`config.mk`:
```
export PLATFORM = sky130hd
export DESIGN_NAME = uart_tx_arbiter
export DESIGN_NICKNAME = d
export VERILOG_FILES = /design/src/rtl/uart_pkg.sv /design/src/rtl/rr_select.sv /design/src/rtl/uart_tx_arbiter.sv
export SDC_FILE = /design/constraint.sdc
export NUM_CORES = 1
export LEC_CHECK = 0
export ABC_AREA = 1
export CAP_MARGIN = 15
export CELL_PAD_IN_SITES_DETAIL_PLACEMENT = 0
export CELL_PAD_IN_SITES_GLOBAL_PLACEMENT = 1
export CORE_MARGIN = 8
export CORE_UTILIZATION = 40
export DETAILED_ROUTE_END_ITERATION = 10
export PLACE_DENSITY = 0.95
export SETUP_SLACK_MARGIN = 0.15
export SYNTH_ARGS = -nofsm -noshare
export SYNTH_HDL_FRONTEND = slang
export SYNTH_SLANG_ARGS = --single-unit
```
`constraint.sdc`:
```
create_clock -name clk -period 4.4 [get_ports clk]
set_input_delay 0.88 -clock clk [delete_from_list [all_inputs] [get_ports clk]]
set_output_delay 0.88 -clock clk [all_outputs]
set_load 0.1 [all_outputs]
```
`src/rtl/uart_pkg.sv`:
```
// Shared types and constants for the UART transmit path.
// Used by the transmitter arbiter and its bench.
package uart_pkg;

  typedef enum logic [1:0] {
    IDLE,
    OWN,
    DRAIN
  } arb_state_e;

  localparam int UART_BYTE_W = 8;
  localparam int DEF_TIMEOUT_CYCLES = 1000000;

endpackage

```
`src/rtl/rr_select.sv`:
```
// Combinational round-robin picker: first set bit of req at or
// after ptr, wrapping modulo N. One-hot pick, index and valid.
module rr_select #(
  parameter int N  = 3,
  parameter int PW = $clog2(N)
) (
  input  logic [N-1:0]  req,
  input  logic [PW-1:0] ptr,
  output logic [N-1:0]  pick,
  output logic [PW-1:0] idx,
  output logic          valid
);

  typedef logic [PW:0] sum_t;

  sum_t pos;

  always_comb begin
    pick  = '0;
    idx   = '0;
    valid = 1'b0;
    pos   = '0;
    for (int k = 0; k < N; k++) begin
      pos = sum_t'(ptr) + sum_t'(k);
      if (pos >= sum_t'(N)) begin
        pos = pos - sum_t'(N);
      end
      if (!valid && req[pos[PW-1:0]]) begin
        valid = 1'b1;
        idx   = pos[PW-1:0];
        pick[pos[PW-1:0]] = 1'b1;
      end
    end
  end

endmodule

```
`src/rtl/uart_tx_arbiter.sv`:
```
// Shares one UART transmitter between byte-stream requesters with
// round-robin, message locking and a stalled-owner watchdog.
module uart_tx_arbiter
  import uart_pkg::*;
#(
  parameter int NUM_REQ        = 3,
  parameter int TIMEOUT_CYCLES = DEF_TIMEOUT_CYCLES
) (
  input  logic                           clk,
  input  logic                           rst,
  input  logic [NUM_REQ-1:0]             req,
  input  logic [NUM_REQ-1:0]             req_start,
  input  logic [UART_BYTE_W*NUM_REQ-1:0] req_data,
  output logic [NUM_REQ-1:0]             grant,
  output logic [NUM_REQ-1:0]             req_busy,
  output logic                           uart_tx_start,
  output logic [UART_BYTE_W-1:0]         uart_tx_data,
  input  logic                           uart_tx_busy,
  output logic                           timeout_evt
);

  localparam int PW = $clog2(NUM_REQ);
  localparam int CW = $clog2(TIMEOUT_CYCLES + 1);

  typedef logic [PW:0]   sum_t;
  typedef logic [CW-1:0] cnt_t;

  localparam cnt_t TO = cnt_t'(TIMEOUT_CYCLES);

  arb_state_e state_q, state_d;
  logic [NUM_REQ-1:0] grant_q, grant_d;
  logic [NUM_REQ-1:0] mask_q, mask_d;
  logic [PW-1:0] ptr_q, ptr_d;
  logic [PW-1:0] own_q, own_d;
  cnt_t cnt_q, cnt_d, cnt_inc;
  logic start_q, start_d;
  logic evt_q, evt_d;
  logic [UART_BYTE_W-1:0] data_q, data_d;

  logic [NUM_REQ-1:0] cand, pick;
  logic [PW-1:0] pick_idx;
  logic pick_vld, accept;
  sum_t own_sum;

  // Revoked requesters stay out of the scan until they drop req.
  assign cand = req & ~mask_q;

  rr_select #(
    .N  (NUM_REQ),
    .PW (PW)
  ) u_rr (
    .req   (cand),
    .ptr   (ptr_q),
    .pick  (pick),
    .idx   (pick_idx),
    .valid (pick_vld)
  );

  assign grant         = grant_q;
  assign uart_tx_start = start_q;
  assign uart_tx_data  = data_q;
  assign timeout_evt   = evt_q;

  assign req_busy = ~grant_q
                  | {NUM_REQ{uart_tx_busy | start_q}};

  assign accept  = req_start[own_q] & ~req_busy[own_q];
  assign cnt_inc = (cnt_q == TO) ? cnt_q
                                 : cnt_q + cnt_t'(1);
  assign own_sum = sum_t'(own_q) + sum_t'(1);

  always_comb begin
    state_d = state_q;
    grant_d = grant_q;
    ptr_d   = ptr_q;
    own_d   = own_q;
    cnt_d   = cnt_q;
    mask_d  = mask_q & req;
    start_d = 1'b0;
    evt_d   = 1'b0;
    data_d  = data_q;
    unique case (state_q)
      IDLE: begin
        if (pick_vld) begin
          grant_d = pick;
          own_d   = pick_idx;
          cnt_d   = '0;
          state_d = OWN;
        end
      end
      OWN: begin
        if (accept) begin
          start_d = 1'b1;
          data_d  = req_data[{own_q, 3'b000} +: UART_BYTE_W];
          cnt_d   = '0;
        end
        if (!req[own_q]) begin
          state_d = DRAIN;
        end else if (!accept) begin
          cnt_d = cnt_inc;
          if (cnt_inc == TO) begin
            mask_d[own_q] = 1'b1;
            evt_d   = 1'b1;
            state_d = DRAIN;
          end
        end
      end
      DRAIN: begin
        // Hold grant until the last byte has left the core.
        if (!start_q && !uart_tx_busy) begin
          grant_d = '0;
          ptr_d   = (own_sum >= sum_t'(NUM_REQ)) ? '0
                                                 : own_sum[PW-1:0];
          state_d = IDLE;
        end
      end
      default: state_d = IDLE;
    endcase
  end

  always_ff @(posedge clk or posedge rst) begin
    if (rst) begin
      state_q <= IDLE;
      grant_q <= '0;
      mask_q  <= '0;
      ptr_q   <= '0;
      own_q   <= '0;
      cnt_q   <= '0;
      start_q <= 1'b0;
      evt_q   <= 1'b0;
      data_q  <= '0;
    end else begin
      state_q <= state_d;
      grant_q <= grant_d;
      mask_q  <= mask_d;
      ptr_q   <= ptr_d;
      own_q   <= own_d;
      cnt_q   <= cnt_d;
      start_q <= start_d;
      evt_q   <= evt_d;
      data_q  <= data_d;
    end
  end

endmodule
```
# After elaboration in Yosys (flattened, before gate mapping)
# Index checks and enable logic that the tools add are counted.
[op_classes]
add_sub_neg = 7
mul = 0
n_div = 0
magnitude_cmp = 12
eq_ne = 8
shifts = 1
mux = 58
bitwise_logic = 11
reduce_logical = 20
[op_table]
columns = ["cell", "count"]
rows = [
  ["20-bit two-way mux", 5],
  ["20-bit equality test, second input constant", 2],
  ["20-bit case mux with 2 select lines", 1],
  ["3-bit two-way mux", 9],
  ["2-bit two-way mux", 12],
  ["24-bit by 6-bit variable part select with 8-bit output", 1],
  ["20-bit by 1-bit adder with 20-bit output, second input constant", 1],
  ["1-bit two-way mux", 19],
  ["1-bit binary-select mux with 2-bit select", 6],
  ["2-bit by 3-bit < comparator with 1-bit output, second input constant", 4],
  ["3-bit bitwise OR", 4],
  ["3-bit by 2-bit >= comparator with 1-bit output, second input constant", 3],
  ["1-bit demux with 2-bit select", 4],
  ["2-bit by 1-bit >= comparator with 1-bit output, second input constant", 4],
  ["2-bit AND reduction", 4],
  ["1-bit logical AND", 7],
  ["2-bit by 1-bit adder with 3-bit output, second input constant", 2],
  ["3-bit bitwise AND", 2],
  ["3-bit inequality test, second input constant", 2],
  ["3-bit inverter", 2],
  ["2-bit case mux with 3 select lines", 1],
  ["3-bit case mux with 2 select lines", 1],
  ["2-bit subtractor, second input constant", 3],
  ["1-bit logical NOT", 4],
  ["12 further kinds", 14],
]
[word_totals]
regBits = 42
latchBits = 0
ramBits = 0
romBits = 0
out_inout_bits = 16
word_cells = 126
memories = 0

# Depth between registers and ports, before layout
# Gate-level depths: netlist of the first run.
[logic_depth]
word_depth = 13
ltp_mapped = 15
mapped_depth_nobuf = 15

# Cells and area by module
# Synthesis of the first run repeated with hierarchy kept, for this count alone.
[hier_totals]
cells_unflattened = 453
area_unflattened_um2 = 3165.5
[by_module_without_submodules]
columns = ["module", "n_inst", "cells_each", "area_per_inst_um2"]
rows = [
  ["uart_tx_arbiter", 1, 389, 2832.7],
  ["rr_select", 1, 64, 332.8],
]

# Least setup slack after synthesis of the first run
# Ideal clock, no wire load.
[synth_path]
path_type = "flip-flop to flip-flop"
startpoint = "register start_q, in the netlist uart_tx_start"
endpoint = "register cnt_q[12]"
arrival_ns = 2.841
required_time_ns = 4.335
slack_ns = 1.494
path_stages_with_launch = 14
n_path_buf = 1
period_less_slack_ns = 2.906
path_cell_list = "dfrtp_1 inv_1 nand2_1 inv_1 nand2_1 nand2_1 nand3_1 nor2_2 nor2_2 inv_2 o21ai_4 buf_6 nand2_1 nand2_1"
[synth_between]
elab_chain_cells = 10
[synth_rtl]
columns = ["item", "line", "text"]
rows = [
  ["start: declaration", "uart_tx_arbiter.sv:36", "logic start_q, start_d;"],
  ["start signal: assignment", "uart_tx_arbiter.sv:139", "start_q <= start_d;"],
  ["1-bit bitwise OR (*)", "uart_tx_arbiter.sv:65", "| {NUM_REQ{uart_tx_busy | start_q}};"],
  ["3-bit bitwise OR (*)", "uart_tx_arbiter.sv:65", ""],
  ["named net req_busy[2]", "uart_tx_arbiter.sv:15", "output logic [NUM_REQ-1:0] req_busy,"],
  ["1-bit binary-select mux with 2-bit select (*)", "uart_tx_arbiter.sv:67", "assign accept = req_start[own_q] & ~req_busy[own_q];"],
  ["1-bit two-way mux (implied by the code) (*)", "uart_tx_arbiter.sv:67", ""],
  ["1-bit inverter (*)", "uart_tx_arbiter.sv:67", ""],
  ["1-bit bitwise AND (*)", "uart_tx_arbiter.sv:67", ""],
  ["20-bit two-way mux", "uart_tx_arbiter.sv:92", "if (accept) begin"],
  ["20-bit two-way mux", "uart_tx_arbiter.sv:99", "end else if (!accept) begin"],
  ["20-bit two-way mux (*)", "uart_tx_arbiter.sv:97", "if (!req[own_q]) begin"],
  ["20-bit case mux with 2 select lines (*)", "uart_tx_arbiter.sv:82", "unique case (state_q)"],
  ["end signal: assignment", "uart_tx_arbiter.sv:138", "cnt_q <= cnt_d;"],
  ["end: declaration", "uart_tx_arbiter.sv:35", "cnt_t cnt_q, cnt_d, cnt_inc;"],
]
# Mark *: on every way through the listed nets, which the timed path passes. The rest lies on a longest branch. The select of a mux whose other input is x is not followed.
# A chain may end at the register's enable or synchronous reset.

# Final worst setup path of the first run
[layout_path]
startpoint = "input req[1]"
endpoint = "register cnt_q[17]"
[layout_between]
elab_chain_cells = 12
[layout_rtl]
columns = ["item", "line", "text"]
rows = [
  ["start: declaration", "uart_tx_arbiter.sv:11", "input logic [NUM_REQ-1:0] req,"],
  ["3-bit bitwise AND", "uart_tx_arbiter.sv:46", "assign cand = req & ~mask_q;"],
  ["1-bit binary-select mux with 2-bit select", "rr_select.sv:28", "if (!valid && req[pos[PW-1:0]]) begin"],
  ["1-bit two-way mux (implied by the code)", "rr_select.sv:28", ""],
  ["1-bit two-way mux", "rr_select.sv:28", ""],
  ["1-bit logical NOT", "rr_select.sv:28", ""],
  ["1-bit logical AND", "rr_select.sv:28", ""],
  ["1-bit two-way mux", "rr_select.sv:28", ""],
  ["1-bit logical NOT", "rr_select.sv:28", ""],
  ["1-bit logical AND", "rr_select.sv:28", ""],
  ["1-bit two-way mux", "rr_select.sv:28", ""],
  ["2-bit inequality test (no source line)", "-", ""],
  ["2-bit AND reduction (no source line)", "-", ""],
]
# Several ways; a longest one is shown, not always the timed one. The select of a mux whose other input is x is not followed.

==> impl_metrics.tcl, run 1 <==
set metrics [dict create \
    status "completed" \
    yosys_warnings 0 \
    track_usage 0.161 \
    wl_per_cell_um 13.5 \
    place.gp.congestion 0.905 \
    crit_path_end "cnt_q[17]$_DFFE_PP0P_" \
    synth_seq_area_share 0.347 \
    synth_fp_nets 477 \
    clk_pin_slew_worst_paths_ns 0.08 \
    numCtsBuffers 5 \
    drt_first_pass_iters 4 \
    netSwitchingPower_w 0.00113 \
    clkPwrFrac 0.148 \
    nFillCells 771 \
    areaGrowthSynthToFinish_pct 20.9 \
    crit_fanout 19 \
    h-tree-depth 2 \
    ctsLongestPathBuffers 2 \
    timing.rr.start "own_q[0]$_DFFE_PP0P_" \
    fin_hold_ws_ns 0.492 \
    combPwrFrac 0.593 \
    cts_tree "built" \
    multi_input_area_um2 1710 \
    cp.arrival_ns 3.09 \
    start_util 0.416 \
    seqCellArea_um2 1050 \
    cp-start-kind "input port" \
    reg2reg_to "uart_tx_data[4]$_DFFE_PP0P_" \
    drtAntennaViolNets 0 \
    ioPinCount 49 \
    max_cap_viol_count 0 \
    fin_setup_tns_ns 0 \
    crit_type "in -> reg" \
    slew_headroom 0.330 \
    io_buffer_count 48 \
    synth_seq_cells 42 \
    cts_hold_buffers 0 \
    seqPwrFrac 0.258 \
    grt_pass1_wl_um 13500 \
    yosysTopAreaCellShare 0.347 \
    cts-root-buf "clkbuf_8" \
    async_flop_share 1.00 \
    grt_setup_unrepaired "no" \
    crit_cells 12 \
    p_leak_nw 1.62 \
    dp_hpwl_um 6210 \
    grt_max_degree 43 \
    routed_wl_um 7880 \
    antenna_found_initial 0 \
    fp.dieW_um 103 \
    switching_share 0.538 \
    slew_violations 0 \
    startpoint "req[1]" \
    nets 521 \
    cts_resized 0 \
    synth_edf_count 0 \
    synth_top_cell_by_area "dfrtp_1" \
    required_ns 4.60 \
    n_antenna_cell 0 \
    clkLatencyLatePin_ns 0.31 \
    avgSynthCellArea_um2 6.92 \
    synthCells 438 \
    cp-end-kind "flip-flop" \
    path_cells "clkdlybuf4s50_1, inv_1, nor2_1, nor2_1, nor2_1, a21oi_2, nand2_1, o21ai_1, nand2_1, o21ai_4, nand2_1, o31ai_1" \
    clock_skew_ns 0.0138 \
    report.power.total_w 0.00209 \
    first_global_vias 2980 \
    crit_family "compound AO/OA/AOI/OAI gates" \
    drt_iter0_drc 141 \
    gr-total-overflow 0 \
    die_h_um 103 \
    ys_types 30 \
    vias_per_cell 4.95 \
    worst_slew_pin_slew_ns 1.00 \
    max_clock_freq_mhz 346 \
    max_stage_delay_ns 0.50 \
    period_share 0.656 \
    drc 0 \
    finalHoldViolCount 0 \
    r2r_slack_ns 1.81 \
    slowest_stage "o21ai_1" \
    setup_ws_ns 1.51 \
    pre_cts_ws_ns 1.19 \
    synth.area.top_cells "dfrtp_1 (35%), nand2_1 (18%), inv_1 (5.4%)" \
    max-vdd-ir-drop_v 0.000346 \
    ys.flop_type "dfrtp_1" \
    setup_viol 0 \
    cp.buffers_inverters 2 \
    fp-row-count 31 \
    min_path_type "reg -> reg" \
    pwr_density_cell_nw_per_um2 571 \
    cts_setup_buffers 0 \
    synth_area_um2 3030 \
    drive_gt1_frac 0.118 \
    die_area_um2 10600 \
    core_um2 7290 \
    vias 2881 \
    intPower_w 0.000968 \
    ff2ff_path_depth 7 \
    clkSinkCount 42 \
    fin_crit_ns 2.89 \
]
[cell type report]
class                           count  area share
Multi-Input combinational cell    332       0.465
Clock buffer                        6      0.0198
Tap cell                           99      0.0338
Timing Repair Buffer               49       0.131
Sequential cell                    42       0.287
Clock inverter                      2      0.0102
Inverter                           52      0.0532
[state kept, by name, summed over array words and instances, names as in the netlist]
| signal | cells |
|---|---|
| cnt_q | 20 |
| own_q | 2 |
| grant | 3 |
| uart_tx_data | 8 |
| state_q | 2 |
| uart_tx_start | 1 |
| timeout_evt | 1 |
| ptr_q | 2 |
| mask_q | 3 |
[worst reg2reg max path, stage by stage, from the launching register on]
cell     delay [ns]
dfrtp_1        0.45
nor2_1         0.70
nand2_1        0.12
nand3_1        0.17
nand4_1        0.16
nor2_2         0.52
nand4_1        0.20
o21a_1         0.16
[per-stage QoR]
stage	utilization	cell area, µm²	cells
4_1_cts	0.503	3670	582
6_report	0.503	3670	582
5_1_grt	0.503	3670	582
3_3_place_gp	0.488	3560	574
2_1_floorplan	-	3030	438
3_5_place_dp	0.488	3560	574
[per-layer routing]
layer / track usage / part of all wire / up-vias
li1: - / - / 1471
met1: 0.191 / 0.44 / 1316
met2: 0.272 / 0.46 / 85
met3: 0.0527 / 0.087 / 9
met4: 0.0412 / 0.0083 / 0
met5: 0 / 0 / -
[layout by cell type (no fill, tap or decap), drive strengths merged]
master | Yosys | routed
nand2 | 161 | 161
nor2 | 61 | 61
inv | 52 | 51
clkdlybuf4s50 | 0 | 45
dfrtp | 42 | 42
nand3 | 22 | 22
nand4 | 21 | 21
o21ai | 18 | 18
xor2 | 11 | 11
a21oi | 10 | 10
o21a | 8 | 8
o31ai | 6 | 6
ha | 6 | 6
clkbuf | 1 | 6
buf | 11 | 4
nor3 | 3 | 3
nand3b | 2 | 2
and2 | 1 | 1
a31o | 1 | 1
xnor2 | 1 | 1
clkinv | 0 | 1
clkinvlp | 0 | 1
bufinv | 0 | 1
[power groups by stage]
stage	clock network (W)	logic [W]	registers, W
6_report	0.000311	0.00124	0.000541
4_1_cts	0.000319	0.00124	0.000542
3_3_place_gp	0	0.00123	0.000543
3_5_place_dp	0	0.00124	0.000546
2_1_floorplan	0	0.000628	0.000887
5_1_grt	0.000329	0.00135	0.000554
[worst min-delay path by stage]
stage,start,endpoint,slack (ns),depth (start not counted)
global route,uart_tx_data[0]$_DFFE_PP0P_,uart_tx_data[0]$_DFFE_PP0P_,0.53,1
global placement,mask_q[2]$_DFF_PP0_,mask_q[2]$_DFF_PP0_,0.47,2
detailed placement,mask_q[1]$_DFF_PP0_,mask_q[1]$_DFF_PP0_,0.48,2
CTS,mask_q[1]$_DFF_PP0_,mask_q[1]$_DFF_PP0_,0.50,2
finish,uart_tx_data[0]$_DFFE_PP0P_,uart_tx_data[0]$_DFFE_PP0P_,0.49,1
floorplan,mask_q[0]$_DFF_PP0_,mask_q[0]$_DFF_PP0_,0.45,2
[cells in the mapped netlist (2+ instances only)]
| library cell | count |
|---|---|
| nand2_1 | 148 |
| inv_1 | 44 |
| dfrtp_1 | 42 |
| nor2_1 | 42 |
| nand4_1 | 21 |
| nand3_1 | 20 |
| nand2_2 | 12 |
| nor2_2 | 11 |
| xor2_1 | 11 |
| o21ai_0 | 10 |
| a21oi_1 | 9 |
| inv_2 | 8 |
| nor2_4 | 8 |
| o21a_1 | 8 |
| buf_4 | 6 |
| ha_1 | 6 |
| o21ai_1 | 6 |
| o31ai_1 | 6 |
| buf_2 | 4 |
| nor3_1 | 3 |
| nand3_2 | 2 |
| nand3b_1 | 2 |
| o21ai_4 | 2 |
[logic make-up (layout without fill, tap and decap cells)]
| group | count (synthesis) | in the layout | share of synthesized area |
|---|---|---|---|
| adder cells (fa/ha/maj) | 6 | 6 | 0.0248 |
| AO/OA/AOI/OAI | 43 | 43 | 0.0924 |
| buffers and inverters | 64 | 109 | 0.0908 |
| flip-flops | 42 | 42 | 0.347 |
| XOR/XNOR | 12 | 12 | 0.0347 |
| AND/OR/NAND/NOR | 271 | 271 | 0.411 |
No activity file was read; power rests on OpenSTA's default activity.
==> inputs of run 2 (changes only) <==
--- a/config.mk
+++ b/config.mk
@@ -10,9 +10,9 @@
 export CELL_PAD_IN_SITES_DETAIL_PLACEMENT = 0
 export CELL_PAD_IN_SITES_GLOBAL_PLACEMENT = 1
 export CORE_MARGIN = 8
-export CORE_UTILIZATION = 40
+export CORE_UTILIZATION = 35
 export DETAILED_ROUTE_END_ITERATION = 10
-export PLACE_DENSITY = 0.95
+export PLACE_DENSITY = 0.89
 export SETUP_SLACK_MARGIN = 0.15
 export SYNTH_ARGS = -nofsm -noshare
 export SYNTH_HDL_FRONTEND = slang
==> constraint.sdc (replaced) <==
create_clock -name clk -period 2.6 [get_ports clk]
set_input_delay 0.52 -clock clk [delete_from_list [all_inputs] [get_ports clk]]
set_output_delay 0.52 -clock clk [all_outputs]
set_load 0.1 [all_outputs]
==> run 2 against run 1 <==
Net effect: clock skew shrank 0.0061 ns; hold slack better by 0.0037 ns; clock power rose by 48%; critical path depth up 1; sequential share of layout area is 0.58 points lower; global-route usage fell by 1.6 points; register-to-register slack got worse by 1.4 ns; cell area rose by 2.6%; worst setup slack got worse by 1.1 ns; core utilization fell by 6.3 points; via count increased by 0.90%.
==> impl_metrics.tcl, run 2 (synthesis results as in run 1) <==
set metrics [dict create \
    period_share 0.838 \
    clkLatencyLatePin_ns 0.30 \
    grt_setup_unrepaired "no" \
    layout_commonest_cell "nand2_1" \
    h-tree-depth 2 \
    first_global_vias 3054 \
    status "completed" \
    slew_violations 0 \
    start_util 0.355 \
    largest_reg_flops 20 \
    slew_headroom 0.475 \
    cts-root-buf "clkbuf_8" \
    wl_per_cell_um 13.4 \
    vias 2907 \
    nets 530 \
    place.gp.congestion 0.841 \
    max_cap_viol_count 0 \
    finalHoldViolCount 0 \
    switching_share 0.539 \
    clkSinkCount 42 \
    fin_crit_ns 2.18 \
    max_stage_delay_ns 0.51 \
    fp.dieW_um 109 \
    io_buffer_count 48 \
    stdcell_count 600 \
    routed_wl_um 8020 \
    crit_cells 13 \
    crit_fanout 7 \
    timing.rr.start "ptr_q[0]$_DFFE_PP0P_" \
    die_area_um2 11900 \
    report.power.total_w 0.00359 \
    clkPwrFrac 0.129 \
    p_leak_nw 1.70 \
    crit_type "in -> reg" \
    n_antenna_cell 0 \
    ctsLongestPathBuffers 2 \
    cts_hold_buffers 0 \
    startpoint "req[2]" \
    cp-start-kind "input port" \
    cts_setup_buffers 0 \
    cts_tree "built" \
    final_cell_mix "nand2_1 (145), inv_1 (43), nor2_1 (42)" \
    drc 0 \
    drtAntennaViolNets 0 \
    ff2ff_path_depth 13 \
    cpMostUsedCell "nand2_1" \
    antenna_found_initial 0 \
    seqCellArea_um2 1060 \
    setup_viol 0 \
    max_clock_freq_mhz 459 \
    fp-row-count 34 \
    r2r_slack_ns 0.45 \
    min_path_type "reg -> reg" \
    ioPinCount 49 \
    required_ns 2.78 \
    core_um2 8550 \
    drive_gt1_frac 0.175 \
    intPower_w 0.00165 \
    drt_iter0_drc 159 \
    netSwitchingPower_w 0.00193 \
    crit_family "buffers and inverters" \
    vias_per_cell 4.85 \
    cp-end-kind "flip-flop" \
    die_h_um 109 \
    place_inst 592 \
    numCtsBuffers 5 \
    max-vdd-ir-drop_v 0.000621 \
    top_register "cnt_q" \
    track_usage 0.145 \
    worst_slew_pin_slew_ns 0.783 \
    cp.arrival_ns 2.35 \
    fin_setup_tns_ns 0 \
    crit_path_end "cnt_q[2]$_DFFE_PP0P_" \
    nFillCells 879 \
    pwr_density_cell_nw_per_um2 953 \
    grt_pass1_wl_um 14000 \
    reg2reg_to "cnt_q[2]$_DFFE_PP0P_" \
    areaGrowthSynthToFinish_pct 24.0 \
    cts_resized 0 \
    grt_max_degree 23 \
    cp.buffers_inverters 4 \
    gr-total-overflow 0 \
    seqPwrFrac 0.258 \
    path_cells "clkdlybuf4s50_1, inv_1, nor2_1, inv_1, nor3_1, a21oi_2, nand2_1, o21ai_1, nand2_1, o21ai_4, buf_4, nand2_1, o31ai_1" \
    post-route-util 0.440 \
    clk_pin_slew_worst_paths_ns 0.09 \
    slowest_stage "clkdlybuf4s50_1" \
    hold_depth 2 \
    clock_skew_ns 0.00769 \
    dp_hpwl_um 6570 \
    drt_first_pass_iters 4 \
    multi_input_area_um2 1710 \
    combPwrFrac 0.613 \
]
-- run 2: changes by cell type in the layout (fill, tap and decap cells not counted), sizes merged --
cell and delta:
clkbuf +1, inv +1, clkdlybuf4s50 -13, buf +22
bufinv -1, clkinvlp -1
-- run 2: final cells by class --
cell class | instances | share of cell area
Clock buffer | 7 | 0.0230
Multi-Input combinational cell | 332 | 0.456
Clock inverter | 1 | 0.00233
Sequential cell | 42 | 0.281
Tap cell | 108 | 0.0359
Timing Repair Buffer | 58 | 0.150
Inverter | 52 | 0.0519
-- run 2: worst min-delay path by stage --
stage | start | end | slack, ns
detailed placement | mask_q[1]$_DFF_PP0_ | mask_q[1]$_DFF_PP0_ | 0.47
finish | mask_q[2]$_DFF_PP0_ | mask_q[2]$_DFF_PP0_ | 0.50
global placement | mask_q[0]$_DFF_PP0_ | mask_q[0]$_DFF_PP0_ | 0.47
global route | mask_q[2]$_DFF_PP0_ | mask_q[2]$_DFF_PP0_ | 0.52
floorplan | mask_q[0]$_DFF_PP0_ | mask_q[0]$_DFF_PP0_ | 0.45
CTS | mask_q[2]$_DFF_PP0_ | mask_q[2]$_DFF_PP0_ | 0.50
-- run 2: layer usage --
layer	global-route usage	vias to the layer above	wire, µm
met4	0.0352	0	104
met3	0.0485	8	538
met5	0	-	0
met2	0.228	68	3550
li1	-	1487	-
met1	0.187	1344	3830
-- run 2: power by group through the flow --
stage	clock network (W)	logic [W]	registers, W
6_report	0.000461	0.00220	0.000926
5_1_grt	0.000504	0.00238	0.000947
4_1_cts	0.000477	0.00220	0.000925
3_5_place_dp	0	0.00220	0.000931
3_3_place_gp	0	0.00218	0.000929
2_1_floorplan	0	0.00107	0.00151
-- run 2: per-stage QoR --
step | cell area [µm²] | setup WS [ns] | hold slack, ns
2_1_floorplan | 3050 | 0.243 | 0.448
3_3_place_gp | 3670 | 0.196 | 0.469
3_5_place_dp | 3670 | 0.145 | 0.474
4_1_cts | 3760 | 0.448 | 0.499
5_1_grt | 3760 | 0.226 | 0.518
6_report | 3760 | 0.422 | 0.496
-- run 2: worst min-delay path, stage by stage (launching register included) --
cell and delay (ns):
dfrtp_1 0.36, nand2_1 0.05, nand2_1 0.06
==> inputs of run 3 (changes only) <==
--- a/config.mk
+++ b/config.mk
@@ -10,9 +10,9 @@
 export CELL_PAD_IN_SITES_DETAIL_PLACEMENT = 0
 export CELL_PAD_IN_SITES_GLOBAL_PLACEMENT = 1
 export CORE_MARGIN = 8
-export CORE_UTILIZATION = 35
+export CORE_UTILIZATION = 39
 export DETAILED_ROUTE_END_ITERATION = 10
-export PLACE_DENSITY = 0.89
+export PLACE_DENSITY = 0.93
 export SETUP_SLACK_MARGIN = 0.15
 export SYNTH_ARGS = -nofsm -noshare
 export SYNTH_HDL_FRONTEND = slang
==> constraint.sdc (replaced) <==
create_clock -name clk -period 2.2 [get_ports clk]
set_input_delay 0.44 -clock clk [delete_from_list [all_inputs] [get_ports clk]]
set_output_delay 0.44 -clock clk [all_outputs]
set_load 0.1 [all_outputs]
==> run 3 against run 2 <==
Net effect: flip-flop and latch count stayed put; total power grew 33%; global-route usage increased by 0.62 points; clock-buffer cell count is 1 lower; combinational power up 38%; sequential power up 19%; cell area rose by 9.3%; via count increased by 4.8%; core utilization rose by 9.8 points; critical path depth decreased by 1; largest power group unchanged.
==> impl_metrics.tcl, run 3 (synthesis results as in run 1) <==
set metrics [dict create \
    status "completed" \
    period_share 0.906 \
    seqPwrFrac 0.232 \
    r2r_slack_ns 0.21 \
    grt_setup_unrepaired "yes" \
    layout_commonest_cell "nand2_1" \
    wl_per_cell_um 13.5 \
    antenna_found_initial 0 \
    fin_setup_tns_ns 0 \
    crit_fanout 11 \
    fp.dieW_um 104 \
    pwr_density_cell_nw_per_um2 1160 \
    clkPwrFrac 0.132 \
    numCtsBuffers 5 \
    cp.arrival_ns 2.20 \
    core_um2 7650 \
    nFillCells 708 \
    largest_reg_flops 20 \
    multi_input_area_um2 1870 \
    cts_hold_buffers 0 \
    cp-start-kind "flip-flop" \
    report.power.total_w 0.00476 \
    finalHoldViolCount 0 \
    fin_crit_ns 1.99 \
    clock_skew_ns 0.00837 \
    grt_max_degree 43 \
    seqCellArea_um2 1060 \
    ctsLongestPathBuffers 2 \
    grt_pass1_wl_um 13800 \
    post-route-util 0.537 \
    drive_gt1_frac 0.272 \
    drt_first_pass_iters 4 \
    fp-row-count 32 \
    cts_tree "built" \
    crit_type "reg -> reg" \
    clkLatencyLatePin_ns 0.30 \
    max-vdd-ir-drop_v 0.000708 \
    fin_hold_ws_ns 0.469 \
    routed_wl_um 8290 \
    min_path_type "in -> async" \
    start_util 0.397 \
    clkSinkCount 42 \
    timing.rr.start "ptr_q[0]$_DFFE_PP0P_" \
    vias 3046 \
    slowest_stage "dfrtp_1" \
    intPower_w 0.00231 \
    setup_viol 0 \
    slew_headroom 0.790 \
    n_antenna_cell 0 \
    cp-end-kind "flip-flop" \
    nets 549 \
    first_global_vias 3051 \
    clk_pin_slew_worst_paths_ns 0.09 \
    ff2ff_path_depth 12 \
    drtAntennaViolNets 0 \
    max_clock_freq_mhz 502 \
    slew_violations 0 \
    track_usage 0.151 \
    cts-root-buf "clkbuf_8" \
    worst_slew_pin_slew_ns 0.314 \
    max_cap_viol_count 0 \
    max_stage_delay_ns 0.41 \
    die_h_um 104 \
    netSwitchingPower_w 0.00244 \
    ioPinCount 49 \
    reg2reg_to "cnt_q[4]$_DFFE_PP0P_" \
    gr-total-overflow 0 \
    drt_iter0_drc 115 \
    p_leak_nw 1.79 \
    areaGrowthSynthToFinish_pct 35.5 \
    dp_hpwl_um 6460 \
    switching_share 0.513 \
    combPwrFrac 0.637 \
    io_buffer_count 48 \
    final_cell_mix "nand2_1 (138), nor2_1 (38), buf_4 (38)" \
    h-tree-depth 2 \
    place.gp.congestion 0.878 \
    required_ns 2.40 \
    top_register "cnt_q" \
    cpMostUsedCell "nand2_1" \
    place_inst 598 \
    die_area_um2 10900 \
    stdcell_count 613 \
    drc 0 \
    path_cells "buf_4, ha_4, inv_1, nand2_1, o21ai_1, nand2_1, o21ai_1, nand2_1, o21ai_4, buf_4, nand2_1, o31ai_1" \
    vias_per_cell 4.97 \
]
==> run 3: what timing repair did <==
| action | 4_1_cts | 5_1_grt |
|---|---|---|
| cloned | 0 | 0 |
| gates resized for setup | 2 | 32 |
| pin swaps | 0 | 12 |
| setup endpoints to repair | 6 | 31 |
| buffers inserted | 3 | 4 |
==> run 3: layer usage <==
metal | routed length (µm) | vias to the layer above | global-route usage | part of all wire
li1 | - | 1533 | - | -
met1 | 3530 | 1417 | 0.179 | 0.43
met2 | 4010 | 86 | 0.256 | 0.48
met3 | 652 | 10 | 0.0496 | 0.079
met4 | 104 | 0 | 0.0393 | 0.013
met5 | 0 | - | 0 | 0
==> run 3: how the worst max path moves through the flow <==
| stage | from | endpoint | slack (ns) | cells after the start |
|---|---|---|---|---|
| floorplan | uart_tx_start$_DFF_PP0_ | cnt_q[12]$_DFFE_PP0P_ | 0.15 | 13 |
| global placement | req[2] | cnt_q[7]$_DFFE_PP0P_ | -0.002 | 13 |
| detailed placement | req[2] | cnt_q[16]$_DFFE_PP0P_ | -0.08 | 13 |
| CTS | ptr_q[0]$_DFFE_PP0P_ | cnt_q[4]$_DFFE_PP0P_ | 0.17 | 13 |
| global route | ptr_q[0]$_DFFE_PP0P_ | cnt_q[16]$_DFFE_PP0P_ | 0.10 | 13 |
| finish | ptr_q[0]$_DFFE_PP0P_ | cnt_q[4]$_DFFE_PP0P_ | 0.21 | 12 |
==> run 3: critical path: cells and delay by family, from the launching register on <==
family,cells,cell delay [ns]
AO/OA/AOI/OAI,4,0.50
adder cells (fa/ha/maj),1,0.17
buffers and inverters,3,0.43
AND/OR/NAND/NOR,4,0.39
flip-flops,1,0.41
==> run 3: area by class of cell <==
type	instances	area share
clock buffers	6	0.0177
clock inverters	2	0.00913
inverters	52	0.0487
multi-input cells	332	0.455
flip-flops and latches	42	0.259
well taps	102	0.0311
repair buffers	77	0.179
==> run 3: stage by stage <==
| stage | instance area (µm²) | setup slack (ns) |
|---|---|---|
| 6_report | 4110 | 0.208 |
| 5_1_grt | 4110 | 0.103 |
| 4_1_cts | 3970 | 0.172 |
| 3_5_place_dp | 3840 | -0.0813 |
| 3_3_place_gp | 3840 | -0.00153 |
| 2_1_floorplan | 3110 | 0.150 |
==> run 3: power groups by stage <==
stage / clock network (W) / logic [W] / registers (W)
after detailed placement: 0 / 0.00279 / 0.00112
after CTS: 0.000635 / 0.00285 / 0.00110
final: 0.000626 / 0.00303 / 0.00110
after global placement: 0 / 0.00276 / 0.00112
after global routing: 0.000659 / 0.00324 / 0.00112
after floorplan: 0 / 0.00131 / 0.00180
